--- src/rtl/prach_pkg.sv ---
// Shared types and constants for the PRACH radix-3 DIT frame sequencer.
package prach_pkg;

  typedef enum logic [1:0] {
    IDLE,
    ARMED,
    RUN,
    DRAIN
  } seq_state_t;

  localparam int BF3_LATENCY = 5;
  localparam int GRP_W_DFLT  = 12;
  localparam int OCNT_W      = GRP_W_DFLT + 2;

endpackage

--- src/rtl/prach_ditfft3_seq.sv ---
// Frame sequencer feeding the radix-3 DIT butterfly: gates samples to frames,
// marks group starts with m_sync, flags stream violations and signals frame completion.
module prach_ditfft3_seq
  import prach_pkg::*;
#(
  parameter int GRP_W = GRP_W_DFLT,
  parameter int DW    = 18
) (
  input  logic             clk,
  input  logic             rst_n,
  input  logic             cfg_en,
  input  logic [GRP_W-1:0] cfg_groups,
  input  logic [DW-1:0]    s_dr,
  input  logic [DW-1:0]    s_di,
  input  logic             s_dv,
  input  logic             s_sof,
  output logic [DW-1:0]    m_dr,
  output logic [DW-1:0]    m_di,
  output logic             m_dv,
  output logic             m_sync,
  input  logic             bf_dv,
  output logic             busy,
  output logic             frame_done,
  output logic             err_gap,
  output logic             err_sof,
  output seq_state_t       dbg_state
);

  // Stream handshake: a sample is taken whenever s_dv=1 (no backpressure);
  // m_dv marks a sample forwarded to the butterfly, one cycle after s_dv.
  localparam int              CNT_W      = GRP_W + 2;
  localparam logic [2:0]      BLANK_INIT = 3'(BF3_LATENCY);

  seq_state_t       state_q, state_d;
  logic [1:0]       phase_q, phase_d;
  logic [GRP_W-1:0] grp_q, grp_d;
  logic [GRP_W-1:0] groups_q, groups_d;
  logic [CNT_W-1:0] ocnt_q, ocnt_d;
  logic [2:0]       blank_q, blank_d;
  logic             err_gap_q, err_gap_d;
  logic             err_sof_q, err_sof_d;
  logic             done_q, done_d;
  logic [DW-1:0]    m_dr_q, m_dr_d, m_di_q, m_di_d;
  logic             m_dv_q, m_dv_d, m_sync_q, m_sync_d;

  logic             accept, sync, bf_cnt;
  logic [CNT_W-1:0] target;

  assign target = CNT_W'(groups_q) * CNT_W'(3);
  // Outputs of a frame that was cut short still return for one butterfly
  // latency after a (re)start; the blanking window keeps them out of ocnt.
  assign bf_cnt = bf_dv && (blank_q == 3'd0);

  always_comb begin
    state_d   = state_q;
    phase_d   = phase_q;
    grp_d     = grp_q;
    groups_d  = groups_q;
    ocnt_d    = ocnt_q;
    blank_d   = (blank_q != 3'd0) ? blank_q - 3'd1 : 3'd0;
    err_gap_d = err_gap_q;
    err_sof_d = err_sof_q;
    done_d    = 1'b0;
    accept    = 1'b0;
    sync      = 1'b0;
    if (!cfg_en) begin
      state_d   = IDLE;
      phase_d   = 2'd0;
      grp_d     = '0;
      ocnt_d    = '0;
      blank_d   = 3'd0;
      err_gap_d = 1'b0;
      err_sof_d = 1'b0;
    end else begin
      case (state_q)
        IDLE: state_d = ARMED;
        ARMED: begin
          if (s_dv && s_sof) begin
            accept   = 1'b1;
            sync     = 1'b1;
            phase_d  = 2'd1;
            grp_d    = '0;
            ocnt_d   = '0;
            blank_d  = BLANK_INIT;
            groups_d = (cfg_groups == '0) ? GRP_W'(1) : cfg_groups;
            state_d  = RUN;
          end
        end
        RUN: begin
          if (s_dv && s_sof) begin
            err_sof_d = 1'b1;
            accept    = 1'b1;
            sync      = 1'b1;
            phase_d   = 2'd1;
            grp_d     = '0;
            ocnt_d    = '0;
            blank_d   = BLANK_INIT;
          end else if (!s_dv && (phase_q != 2'd0)) begin
            err_gap_d = 1'b1;
            phase_d   = 2'd0;
            grp_d     = '0;
            ocnt_d    = '0;
            state_d   = ARMED;
          end else begin
            if (bf_cnt) ocnt_d = ocnt_q + CNT_W'(1);
            if (s_dv) begin
              accept = 1'b1;
              sync   = (phase_q == 2'd0);
              if (phase_q == 2'd2) begin
                phase_d = 2'd0;
                grp_d   = grp_q + GRP_W'(1);
                if (grp_q == groups_q - GRP_W'(1)) state_d = DRAIN;
              end else begin
                phase_d = phase_q + 2'd1;
              end
            end
          end
        end
        DRAIN: begin
          if (bf_cnt) begin
            if (ocnt_q + CNT_W'(1) == target) begin
              done_d  = 1'b1;
              ocnt_d  = '0;
              grp_d   = '0;
              phase_d = 2'd0;
              state_d = ARMED;
            end else begin
              ocnt_d = ocnt_q + CNT_W'(1);
            end
          end
        end
        default: state_d = IDLE;
      endcase
    end
    m_dv_d   = accept;
    m_sync_d = sync;
    m_dr_d   = accept ? s_dr : m_dr_q;
    m_di_d   = accept ? s_di : m_di_q;
  end

  always_ff @(posedge clk or negedge rst_n) begin
    if (!rst_n) begin
      state_q   <= IDLE;
      phase_q   <= 2'd0;
      grp_q     <= '0;
      groups_q  <= '0;
      ocnt_q    <= '0;
      blank_q   <= 3'd0;
      err_gap_q <= 1'b0;
      err_sof_q <= 1'b0;
      done_q    <= 1'b0;
    end else begin
      state_q   <= state_d;
      phase_q   <= phase_d;
      grp_q     <= grp_d;
      groups_q  <= groups_d;
      ocnt_q    <= ocnt_d;
      blank_q   <= blank_d;
      err_gap_q <= err_gap_d;
      err_sof_q <= err_sof_d;
      done_q    <= done_d;
    end
  end

  always_ff @(posedge clk or negedge rst_n) begin
    if (!rst_n) begin
      m_dr_q   <= '0;
      m_di_q   <= '0;
      m_dv_q   <= 1'b0;
      m_sync_q <= 1'b0;
    end else begin
      m_dr_q   <= m_dr_d;
      m_di_q   <= m_di_d;
      m_dv_q   <= m_dv_d;
      m_sync_q <= m_sync_d;
    end
  end

  assign m_dr       = m_dr_q;
  assign m_di       = m_di_q;
  assign m_dv       = m_dv_q;
  assign m_sync     = m_sync_q;
  assign busy       = (state_q == RUN) || (state_q == DRAIN);
  assign frame_done = done_q;
  assign err_gap    = err_gap_q;
  assign err_sof    = err_sof_q;
  assign dbg_state  = state_q;

endmodule

--- config.mk ---
export PLATFORM = sky130hd
export DESIGN_NAME = prach_ditfft3_seq
export DESIGN_NICKNAME = d
export VERILOG_FILES = /design/src/rtl/prach_pkg.sv /design/src/rtl/prach_ditfft3_seq.sv
export SDC_FILE = /design/constraint.sdc
export NUM_CORES = 1
export LEC_CHECK = 0
export CAP_MARGIN = 30
export CELL_PAD_IN_SITES_DETAIL_PLACEMENT = 1
export CELL_PAD_IN_SITES_GLOBAL_PLACEMENT = 1
export CORE_ASPECT_RATIO = 0.6
export CORE_UTILIZATION = 41
export CTS_CLUSTER_SIZE = 12
export DETAILED_ROUTE_END_ITERATION = 10
export PLACE_DENSITY_LB_ADDON = 0.25
export SYNTH_ARGS = -nofsm -noshare
export SYNTH_HDL_FRONTEND = slang
export SYNTH_SLANG_ARGS = --single-unit
--- constraint.sdc ---
create_clock -name clk -period 4 [get_ports clk]
set_input_delay 1.2 -clock clk [delete_from_list [all_inputs] [get_ports clk]]
set_output_delay 1.2 -clock clk [all_outputs]
set_load 0.05 [all_outputs]
# --- Word-level counts from Yosys, hierarchy flattened ---
# Cells that the tools add are included.
op_classes:
  n_mul: 1
  n_reduce_logical: 19
  mux: 63
  n_eq_ne: 21
  add_sub_neg: 5
ops:
  columns: ["operator", "count"]
  rows:
  - ["two-way mux 12 bit", 9]
  - ["two-way mux 14 bit", 7]
  - ["one-hot mux 14 bit (3 select lines)", 1]
  - ["one-hot mux 12 bit (3 select lines)", 1]
  - ["two-way mux 2 bit", 17]
  - ["two-way mux 1 bit", 20]
  - ["!= test 5 bit, second input constant", 3]
  - ["adder 14 x 1 -> 14 bit, second input constant", 1]
  - ["== test 14 bit", 1]
  - ["multiplier 12 x 2 -> 14 bit, second input constant", 1]
  - ["adder 12 x 1 -> 12 bit, second input constant", 1]
  - ["== test 12 bit", 1]
  - ["zero test 12 bit", 1]
  - ["two-way mux 3 bit", 4]
  - ["!= test 3 bit, second input constant", 4]
  - ["!= test 4 bit, second input constant", 3]
  - ["subtractor 12 x 1 -> 12 bit, second input constant", 1]
  - ["one-hot mux 2 bit (4 select lines)", 1]
  - ["AND reduction 7 bit", 1]
  - ["== test 2 bit, second input constant", 3]
  - ["!= test 2 x 1 -> 1 bit, second input constant", 3]
  - ["one-hot mux 2 bit (3 select lines)", 1]
  - ["AND reduction 3 bit", 2]
  - ["AND reduction 6 bit", 1]
  - ["17 further kinds", 21]
word_totals:
  output_inout_bits: 44
  regBits: 86
  inputBits: 54
  elab_cells: 122

# --- Logic depth before layout (Yosys ltp) ---
logic_depth:
  ltp_word: 9
  mapped_depth: 13
  mapped_depth_nobuf: 12

# --- Worst setup path after synthesis ---
# No wires, ideal clock.
synth_timing:
  kind: "input port to flip-flop"
  start: "input s_dv"
  end: "register grp_q[7]"
  t_arrival_ns: 2.743
  setup_time_ns: 0.092
  cell_stages: 9
  n_path_buf: 1
  required_ns: 3.908
  slack_ns: 1.165
  path_cell_list: "clkbuf_1 -> nand2_1 -> a22oi_1 -> o21a_1 -> nand2b_1 -> nand2_1 -> nor2_1 -> nand3_2 -> o31ai_2"
synth_between:
  elab_chain_cells: 6
  elab_cells_between_ends: 11
  classes_between: "eq/ne (3); mux (4); reduce/logical (4)"
synth_lines:
  columns: ["item", "line", "source"]
  rows:
  - ["start: declaration", "prach_ditfft3_seq.sv:15", "input logic s_dv,"]
  - ["zero test 1 bit", "prach_ditfft3_seq.sv:98", "end else if (!s_dv && (phase_q != 2'd0)) begin"]
  - ["logical AND 1 bit", "prach_ditfft3_seq.sv:98", null]
  - ["two-way mux 12 bit", "prach_ditfft3_seq.sv:98", null]
  - ["two-way mux 12 bit", "prach_ditfft3_seq.sv:90", "if (s_dv && s_sof) begin"]
  - ["one-hot mux 12 bit (3 select lines)", "prach_ditfft3_seq.sv:75", "case (state_q)"]
  - ["two-way mux 12 bit", "prach_ditfft3_seq.sv:66", "if (!cfg_en) begin"]
  - ["end signal: assignment", "prach_ditfft3_seq.sv:155", "grp_q <= grp_d;"]
  - ["end: declaration", "prach_ditfft3_seq.sv:36", "logic [GRP_W-1:0] grp_q, grp_d;"]
# Parallel ways exist; a longest one is shown, timed or not.
# A chain may end at the register's enable or synchronous reset.

# --- Worst setup path after layout ---
layout_timing:
  start: "register groups_q[4]"
  end: "register ocnt_q[12]"
layout_between:
  elab_chain_cells: 6
layout_lines:
  columns: ["item", "line", "source"]
  rows:
  - ["start: declaration", "prach_ditfft3_seq.sv:37", "logic [GRP_W-1:0] groups_q, groups_d;"]
  - ["start signal: assignment", "prach_ditfft3_seq.sv:156", "groups_q <= groups_d;"]
  - ["multiplier 12 x 2 -> 14 bit", "prach_ditfft3_seq.sv:49", "assign target = CNT_W'(groups_q) * CNT_W'(3);"]
  - ["== test 14 bit", "prach_ditfft3_seq.sv:121", "if (ocnt_q + CNT_W'(1) == target) begin"]
  - ["two-way mux 14 bit", "prach_ditfft3_seq.sv:121", null]
  - ["two-way mux 14 bit", "prach_ditfft3_seq.sv:120", "if (bf_cnt) begin"]
  - ["one-hot mux 14 bit (3 select lines)", "prach_ditfft3_seq.sv:75", null]
  - ["two-way mux 14 bit", "prach_ditfft3_seq.sv:66", null]
  - ["end signal: assignment", "prach_ditfft3_seq.sv:157", "ocnt_q <= ocnt_d;"]
  - ["end: declaration", "prach_ditfft3_seq.sv:38", "logic [CNT_W-1:0] ocnt_q, ocnt_d;"]
# Every way passes these cells. The select of a mux whose other input is x is not followed.

==> results.yml <==
global_route:
  grt_max_degree: 68
  grt_pass1_wl_um: 26400
  grt_antenna_before_repair: 1
  overflow: 0
  grt_pass1_vias: 4794
  gr-usage-all-layers_pct: 25.5
yosys:
  synth_cells: 534
  synthTopCellsByArea: "dfrtp_1, mux2_2, ha_1"
  synth_top_cell_by_area: "dfrtp_1"
  ys.flop_type: "dfrtp_1"
  synth.distinct_cells: 59
  syn_area_mm2: 0.00533
  netlist.area_leader.share_pct: 40.4
  syn_area_per_cell_um2: 9.98
  ys_seq_area_share_pct: 40.4
  async_flop_share_pct: 100
  synth_edf_count: 0
  ys_warn_count: 0
  ys_ff_latch: 86
  syn-num-nets: 620
sta:
  finalCritPeriodShare_pct: 87.7
  clock-skew-final_ps: 8.88
  fin_tns_setup_ps: 0
  finalCriticalPeriod_ps: 3510
  maxSlewHeadroom_pct: 40.1
  setup_violations: 0
  slew_viol_final: 0
  hold_viol_final: 0
  grt_setup_unrepaired: "false"
  worst_slew_pin_slew_ps: 899
  fmax_mhz: 285
placement:
  dpl.hpwl_um: 12300
  place_congestion: 0.851
  numPortBuffers: 97
  dpl_cell_area_mm2: 0.00648
floorplan:
  fp.dieW_um: 149
  die-area_mm2: 0.0135
  ios: 98
  die_h_um: 90.3
  coreArea_mm2: 0.0124
  start_util_pct: 43.1
  fp-row-count: 31
detailed_routing:
  vias_per_cell: 5.59
  drc: 0
  dr.pass1.iters: 4
  dr.first_iter.drc_count: 251
  routed_wirelength_um: 16400
  wl_per_cell_um: 20.5
  ant_nets: 0
  num_vias: 4480
clocking:
  cts_buffers: 9
  cts_setup_buffers: 0
  clockBufferDepth: 2
  h-tree-depth: 3
  tritoncts: "done"
  numClockSinks: 86
  cts-root-buf: "clkbuf_16"
  cts_hold_buf: 0
  cts_resized: 0
  clock_latency_ps: 340
  clkTransAtPathRegs_ps: 70
setup_path:
  crit_type: "reg2reg"
  r2r_cells: 12
  worst-path-max-fanout: 14
  cp.arrival_ps: 3790
  required_ps: 4280
  end_kind: "register"
  start_kind: "register"
outcome:
  status: "finished, final reports clean"
layout:
  final_nets: 716
  drive_above_1_share_pct: 13.4
  area_growth_pct: 27.6
  postLayoutCellArea_mm2: 0.00680
min_path:
  hold_class: "reg2reg"
  hold_path_depth: 1
pwr:
  max-vdd-ir-drop_v: 0.000395
  p_leak_uw: 0.00298
  power_density_mw_per_mm2: 833
run:
  max_cap_viol_count: 0
[logic make-up (layout without fill, tap and decap cells)]
logic type               after synthesis  count (layout)  synth area share [%]
buffers and inverters                 44             145                  3.64
multiplexers                          52              52                  10.9
adder cells (fa/ha/maj)               32              32                  7.65
AND/OR/NAND/NOR                      161             161                  15.6
other                                  0               1                     0
AO/OA/AOI/OAI                        106             106                  13.0
XOR/XNOR                              53              53                  8.85
flip-flops                            86              86                  40.4
[sequential cells by signal, indices dropped and copies added, names as in the netlist]
register / count
ocnt_q: 14
err_sof: 1
m_sync: 1
phase_q: 2
err_gap: 1
grp_q: 12
dbg_state: 2
m_dr: 18
groups_q: 12
blank_q: 3
m_di: 18
frame_done: 1
m_dv: 1
[cells in the final DEF (no fill, tap or decap), types with 7 or more instances in the layout]
master	n
nor2b_1	9
and3_1	8
dfrtp_1	86
nand4_1	11
xor2_1	13
buf_4	9
mux2_2	48
and2_1	7
nor3_1	9
xnor2_1	39
clkbuf_16	9
o21ai_0	16
nor2_1	28
nand3_1	19
a22o_1	10
clkdlybuf4s50_1	96
ha_1	31
a31oi_1	7
a21oi_1	19
o21ai_1	20
nand2_1	40
inv_1	23
[final cells by class]
class | count | area [µm²]
fillers | 1377 | 5570
multi-input cells | 404 | 2980
flip-flops and latches | 86 | 2150
repair buffers | 106 | 1050
clock buffers | 10 | 229
well taps | 165 | 206
clock inverters | 6 | 92.6
inverters | 23 | 86.3
diodes | 1 | 2.50
[power by group]
part	internal [µW]	switching, µW
sequential	1130	237
clock	553	376
combinational	1350	2020
total	3030	2640
[per-stage QoR]
step                cells  power (µW)  util (%)  hold slack (ps)  setup slack (ps)
floorplan             534        3690         -              470              1170
global route          800        5980      54.9              528               326
detailed placement    784        4700      52.4              496               336
finish                801        5670      55.0              508               491
CTS                   800        5670      54.9              511               541
global placement      784        4560      52.4              488               607
[cell usage after synthesis (all sizes together), types with 2 or more instances]
master  instances
a211o           3
a211oi          4
a21boi          2
a21o            5
a21oi          19
a22o           10
a22oi           3
a31oi           7
a41oi           2
and2            7
and3            8
and4            2
buf            11
clkbuf         10
dfrtp          86
ha             31
inv            23
mux2           48
mux2i           4
nand2          41
nand2b          6
nand3          21
nand3b          3
nand4          12
nor2           28
nor2b           9
nor3           10
nor4            6
o21a            3
o21ai          36
o31ai           4
or2             3
or3             3
xnor2          40
xor2           13
[layer usage]
metal	share of wire [%]	track usage, %	routed length (µm)	vias to the layer above
met2	46	38.4	7470	106
met3	4.8	5.56	791	9
met4	0.60	5.44	99	0
li1	-	-	-	2080
met5	0	0	0	-
met1	49	37.4	8040	2285
[path summary, 6_finish.rpt]
check	end	from	slack (ps)
max	ocnt_q[12]	groups_q[4]	490
max reg2reg	ocnt_q[12]	groups_q[4]	490
min reg2reg	m_di[2]	m_di[2]	510
min	m_di[2]	m_di[2]	510
max in group asynchronous	frame_done	rst_n	2350
min in group asynchronous	ocnt_q[4]	rst_n	950
[worst max-delay path, cell delays in order (launching register included)]
cell	delay [ps]
dfrtp_1	460
inv_1	100
ha_1	420
a21o_1	160
a21oi_1	120
a2111oi_0	460
o22ai_1	220
xnor2_1	190
and4_1	230
a211o_2	430
nor2_1	270
buf_4	220
a22o_1	160
Note: power is estimated with default switching activity, not from simulation.
